$ cat config.mk
export PLATFORM = sky130hd
export DESIGN_NAME = lsu_mem_ctrl
export DESIGN_NICKNAME = d
export VERILOG_FILES = /design/src/rtl/lsu_mem_ctrl_pkg.sv /design/src/rtl/lsu_mem_ctrl_lane_align.sv /design/src/rtl/lsu_mem_ctrl.sv
export SDC_FILE = /design/constraint.sdc
export NUM_CORES = 1
export LEC_CHECK = 0
export BUFFER_PORTS_ARGS = -buffer_cell sky130_fd_sc_hd__buf_2
export CAP_MARGIN = 20
export CORE_MARGIN = 2
export CORE_UTILIZATION = 50
export CTS_BUF_LIST = sky130_fd_sc_hd__clkbuf_2
export CTS_CLUSTER_SIZE = 14
export DETAILED_ROUTE_END_ITERATION = 12
export HOLD_SLACK_MARGIN = 0.06
export MAX_ROUTING_LAYER = met4
export PLACE_DENSITY = 0.83
export RECOVER_POWER = 50
export SLEW_MARGIN = 10
export SYNTH_ARGS = -nofsm -noshare
export SYNTH_HDL_FRONTEND = slang
export SYNTH_HIERARCHICAL = 1
export SYNTH_SLANG_ARGS = --single-unit
$ cat constraint.sdc
create_clock -name clk -period 2.3 [get_ports clk]
set_input_delay 0.46 -clock clk [delete_from_list [all_inputs] [get_ports clk]]
set_output_delay 0.46 -clock clk [all_outputs]
set_load 0.01 [all_outputs]
$ cat src/rtl/lsu_mem_ctrl_pkg.sv
// Shared encodings for the LSU memory controller.
// Access sizes and FSM state type.
package lsu_mem_ctrl_pkg;

  localparam logic [1:0] SIZE_BYTE = 2'b00;
  localparam logic [1:0] SIZE_HALF = 2'b01;
  localparam logic [1:0] SIZE_WORD = 2'b10;

  typedef enum logic [1:0] {
    ST_IDLE = 2'b00,
    ST_REQ  = 2'b01,
    ST_DONE = 2'b10
  } lsu_state_e;

endpackage

$ cat src/rtl/lsu_mem_ctrl_lane_align.sv
// Byte-lane steering: store enables/data, alignment check and
// right-justification of load data.
module lsu_lane_align
  import lsu_mem_ctrl_pkg::*;
(
  input  logic [1:0]  addr_i,
  input  logic [1:0]  size_i,
  input  logic [31:0] wdata_i,
  input  logic [1:0]  rd_addr_i,
  input  logic [1:0]  rd_size_i,
  input  logic [31:0] rdata_i,
  output logic [3:0]  be_o,
  output logic [31:0] wdata_o,
  output logic        misaligned_o,
  output logic [31:0] rdata_o
);

  logic [31:0] rd_shift;

  always_comb begin
    be_o         = 4'b1111;
    wdata_o      = wdata_i;
    misaligned_o = 1'b0;
    case (size_i)
      SIZE_BYTE: begin
        be_o    = 4'b0001 << addr_i;
        wdata_o = {4{wdata_i[7:0]}};
      end
      SIZE_HALF: begin
        be_o         = 4'b0011 << addr_i;
        wdata_o      = {2{wdata_i[15:0]}};
        misaligned_o = addr_i[0];
      end
      default: misaligned_o = (addr_i != 2'b00);
    endcase
  end

  always_comb begin
    rd_shift = rdata_i >> {rd_addr_i, 3'b000};
    case (rd_size_i)
      SIZE_BYTE: rdata_o = {24'h0, rd_shift[7:0]};
      SIZE_HALF: rdata_o = {16'h0, rd_shift[15:0]};
      default:   rdata_o = rd_shift;
    endcase
  end

endmodule

$ cat src/rtl/lsu_mem_ctrl.sv
// Load/store memory controller: IDLE -> REQ -> DONE handshake
// with data memory, feeding the load extender.
module lsu_mem_ctrl #(
  parameter int ADDR_WIDTH = 32
) (
  input  logic                  clk,
  input  logic                  reset,
  input  logic                  op_valid,
  input  logic                  op_is_store,
  input  logic [ADDR_WIDTH-1:0] op_addr,
  input  logic [31:0]           op_wdata,
  input  logic [1:0]            op_size,
  input  logic                  op_sign_ext,
  output logic                  mem_req,
  output logic                  mem_we,
  output logic [ADDR_WIDTH-1:0] mem_addr,
  output logic [3:0]            mem_be,
  output logic [31:0]           mem_wdata,
  input  logic                  mem_ready,
  input  logic [31:0]           mem_rdata,
  output logic [31:0]           load_data,
  output logic [1:0]            load_size,
  output logic                  load_sign_ext,
  output logic                  done,
  output logic                  misaligned,
  output logic                  stall
);
  import lsu_mem_ctrl_pkg::*;

  lsu_state_e            state_q;
  logic                  req_q, we_q, done_q, mis_q, sext_q, store_q;
  logic [ADDR_WIDTH-1:0] addr_q;
  logic [1:0]            lo_q, size_q;
  logic [3:0]            be_q;
  logic [31:0]           wdata_q, ldata_q;

  logic [3:0]  be_c;
  logic [31:0] wdata_c, rdata_c;
  logic        mis_c;

  lsu_lane_align u_align (
    .addr_i       (op_addr[1:0]),
    .size_i       (op_size),
    .wdata_i      (op_wdata),
    .rd_addr_i    (lo_q),
    .rd_size_i    (size_q),
    .rdata_i      (mem_rdata),
    .be_o         (be_c),
    .wdata_o      (wdata_c),
    .misaligned_o (mis_c),
    .rdata_o      (rdata_c)
  );

  always_ff @(posedge clk) begin
    if (reset) begin
      state_q <= ST_IDLE;
      req_q   <= 1'b0;
      we_q    <= 1'b0;
      done_q  <= 1'b0;
      mis_q   <= 1'b0;
      sext_q  <= 1'b0;
      store_q <= 1'b0;
      addr_q  <= '0;
      lo_q    <= 2'b00;
      size_q  <= 2'b00;
      be_q    <= 4'b0000;
      wdata_q <= 32'h0;
      ldata_q <= 32'h0;
    end else begin
      unique case (state_q)
        ST_IDLE: begin
          if (op_valid) begin
            lo_q    <= op_addr[1:0];
            size_q  <= op_size;
            sext_q  <= op_sign_ext;
            store_q <= op_is_store;
            if (mis_c) begin
              done_q  <= 1'b1;
              mis_q   <= 1'b1;
              state_q <= ST_DONE;
            end else begin
              req_q   <= 1'b1;
              we_q    <= op_is_store;
              addr_q  <= {op_addr[ADDR_WIDTH-1:2], 2'b00};
              be_q    <= be_c;
              wdata_q <= wdata_c;
              state_q <= ST_REQ;
            end
          end
        end
        ST_REQ: begin
          if (mem_ready) begin
            if (!store_q) ldata_q <= rdata_c;
            req_q   <= 1'b0;
            we_q    <= 1'b0;
            be_q    <= 4'b0000;
            done_q  <= 1'b1;
            state_q <= ST_DONE;
          end
        end
        ST_DONE: begin
          done_q  <= 1'b0;
          mis_q   <= 1'b0;
          state_q <= ST_IDLE;
        end
        default: state_q <= ST_IDLE;
      endcase
    end
  end

  assign mem_req       = req_q;
  assign mem_we        = we_q;
  assign mem_addr      = addr_q;
  assign mem_be        = be_q;
  assign mem_wdata     = wdata_q;
  assign load_data     = ldata_q;
  assign load_size     = size_q;
  assign load_sign_ext = sext_q;
  assign done          = done_q;
  assign misaligned    = mis_q;
  assign stall         = op_valid && !done_q;

endmodule

==> metrics.log <==
[metrics] boundary pin count: between 200 and 250
[metrics] Leak Pwr: between 0.002 and 0.003 uW
[metrics] Critical Path, Cell by Cell: nor4b_1 > buf_12 > nand2_1 > a21oi_1
[metrics] synthesis-to-layout area growth: 27.8%
[metrics] most common cell after layout, fill and taps aside: sky130_fd_sc_hd__nand2_1
[metrics] layout cells sized above 1: 28.3%
[metrics] register area share after synthesis: ~44%
[metrics] post-cts gate resize count: 0
[metrics] cell accounting for the most synthesized area: sky130_fd_sc_hd__dfxtp_1
[metrics] worst-skew pair later-pin latency: roughly 0.61 ns
[metrics] hold-fix buffer count after cts: 31
[metrics] count of state elements after synthesis: between 100 and 150
[metrics] top library cells by usage in the layout, fill and taps aside: sky130_fd_sc_hd__nand2_1 (198), sky130_fd_sc_hd__buf_2 (175), sky130_fd_sc_hd__dfxtp_1 (110)
[metrics] worst min-delay path category: in2reg
[metrics] largest cells by area after synthesis: sky130_fd_sc_hd__dfxtp_1 (44%), sky130_fd_sc_hd__nand2_1 (15%), sky130_fd_sc_hd__a21oi_1 (9.6%)
[metrics] Post-layout nets: 921
[metrics] xor and xnor fraction of the mapped netlist area: 0%
[metrics] number of antenna violations at the first check in global routing: 0
[metrics] average detailed-routed wire length per instance: 15.1 um
[metrics] Final ANT Viol Nets: 0
[metrics] number of vias after detailed routing: approximately 5,000
[metrics] Yosys Warn Count: 6
[metrics] headroom to the max-slew limit: about half
[metrics] post-CTS setup repair buffer count: 0
[metrics] total negative slack: 0 ns
[metrics] aggregate global routing overflow: 0
[metrics] Avg Vias per Cell: 5.24
[metrics] Max-Cap Viols: 0
[metrics] clock period minus worst slack: 1.84 ns
[metrics] Final HPWL DP: 9.80 mm
[metrics] number of H-tree branching levels: 3
[metrics] critical path class: reg2reg
[metrics] CTS sink cnt: 110
[metrics] Setup violations, final: 0
[metrics] Hold Fails Final Rpt: 0
[metrics] number of distinct library cells after synthesis: 35
[metrics] Die Height: 104 um
[metrics] area of the mapped netlist: between 5000 and 6000 um^2
[metrics] required time reported for the critical path endpoint: 2.84 ns
[metrics] number of detailed-route iterations in the first pass: 5
[metrics] fraction of synthesized area in multiplexers: 11.5%
[metrics] post-synthesis adder-cell area fraction: 0%
[metrics] number of inserted diodes: 0
[metrics] share of Yosys cell area claimed by the top area cell type: 43.7%
[metrics] count of mapped cells out of synthesis: 609
[metrics] main combinational cell family by area after synthesis: simple AND/OR/NAND/NOR gates
[metrics] vias in the first global route: around 4,700
[metrics] Die Footprint: 10,900 um^2
[metrics] Highest Clock Rate: 0.545 GHz
[metrics] starting density of the core: roughly half
[metrics] worst slew pin tran: 0.722 ns
[metrics] placed inst area: 6040 um^2
[metrics] clock transition at the register clock pins on the worst setup and hold paths after CTS: 0.31 ns
[metrics] GRT Total Usage: 26.0%
[metrics] DR DRC count: 0
[metrics] worst-case vdd ir drop: 0.000375 V
[metrics] Std-Cell Rows: 36
[metrics] Final Instance Area: between 6000 and 7000 um^2
[metrics] Synth Area in Simple Gates: 22.5%
[metrics] Max clock buf depth: 2
[metrics] maximum single-stage delay on the critical path: 0.69 ns
[metrics] kind of capture point of the worst setup path: flop
[metrics] crit share post-route: 79.8%
[metrics] synthesized-area fraction occupied by ao, oa, aoi and oai cells: 14.7%
[metrics] master of the slowest instance on the critical path: sky130_fd_sc_hd__nor4b_1
[metrics] clock tree root driver cell: sky130_fd_sc_hd__clkbuf_2
[metrics] Pins Over Slew Limit: 0
[metrics] routed wire length: 14.4 mm
[metrics] Pwr Density: about 580 nW/um^2
[metrics] CTS tree: yes
[metrics] result of the run: completed
[metrics] floorplan core area: about 9800 um^2
[metrics] chip width: ~100 um
[metrics] CP Max Fanout: 63
[metrics] data arrival time of the critical path: 2.38 ns
[metrics] average cell area after synthesis: approximately 8.3 um^2
[metrics] TritonCTS buffer count: 9
[metrics] launching element type of the critical path: flop
[metrics] number of port buffers: around 210
[metrics] final weighted congestion of routability-driven global placement: 0.915
[metrics] RSZ-0062 raised after global routing: false
[metrics] pin count of the biggest net entering global routing: 64
[metrics] wire length of the first global-routing pass: around 23 mm
[metrics] clock skew: 0.0300 ns
[metrics] first-iteration detailed-routing DRC count: 384
-- sequential cells by signal, indices dropped and copies added (netlist names) --
name,cells
load_data,32
mem_req,1
done,1
mem_addr,30
mem_we,1
mem_wdata,32
lo_q,2
misaligned,1
store_q,1
load_size,2
mem_be,4
state_q,2
load_sign_ext,1
-- cell families after synthesis --
family | count (synthesis)
other | 1
and+or+nand+nor | 261
AOI/OAI and AO/OA | 133
muxes | 46
buffers and inverters | 58
DFF | 110
-- layer usage --
metal / vias to the layer above / part of all wire, % / global-route usage (%)
met5: - / 0 / -
met4: 0 / 3.2 / 11.8
met3: 38 / 5.2 / 3.20
met2: 205 / 51 / 43.6
met1: 2331 / 41 / 31.3
li1: 2429 / - / -
-- stage by stage --
step / hold WS (ns) / power, uW / setup slack [ns] / utilization (%) / instances
3_5_place_dp: 0.445 / 2780 / 0.327 / 61.8 / 906
4_1_cts: 0.0618 / 3780 / 0.573 / 66.3 / 953
3_3_place_gp: 0.438 / 2750 / 0.384 / 61.8 / 906
2_1_floorplan: 0.476 / 2530 / 0.324 / - / 610
6_report: 0.106 / 3760 / 0.464 / 65.9 / 955
5_1_grt: 0.0610 / 3940 / 0.264 / 65.9 / 955
-- area by class of cell --
class	count	area (um^2)
tap	133	166
fill	835	3340
sequential	110	2200
clock buffer	9	45.0
timing repair buffer	254	1470
multi-input combinational	442	2470
clock inverter	7	91.3
-- cell usage after synthesis, drive strengths merged --
cell,count
conb,1
nand2,198
a21oi,98
mux4,8
a211oi,16
or2,1
nor3,3
nand2b,12
nand3b,1
or4b,1
o21bai,2
buf,41
and3b,1
or3b,1
nor4bb,1
a22oi,1
nand4bb,1
and2,8
o31ai,1
nor3b,1
dfxtp,110
o21ai,10
mux2i,22
nor4b,1
a22o,5
clkbuf,17
mux2,16
nor2b,10
nor2,21
-- worst paths after layout --
path                            cells after the start             to  slack [ns]          from
worst max register to register                      4   mem_addr[10]        0.46    state_q[1]
worst min-delay path                                3  load_sign_ext        0.11   op_sign_ext
worst min register to register                      2   mem_addr[24]        0.47  mem_addr[24]
worst max-delay path                                4   mem_addr[10]        0.46    state_q[1]
-- worst max-delay path, delay by kind of cell, from the launching register on --
family                 cells  cell delay, ns
AOI/OAI and AO/OA          1            0.18
buffers and inverters      1            0.34
DFF                        1            0.48
and+or+nand+nor            2            0.79
-- power by group --
part	leakage (uW)	internal (uW)	switching [uW]
clock network	0.0000778	280	687
registers	0.000895	2000	55.3
logic	0.00175	337	397
total	0.00273	2620	1140
No activity file was read; power rests on OpenSTA's default activity.
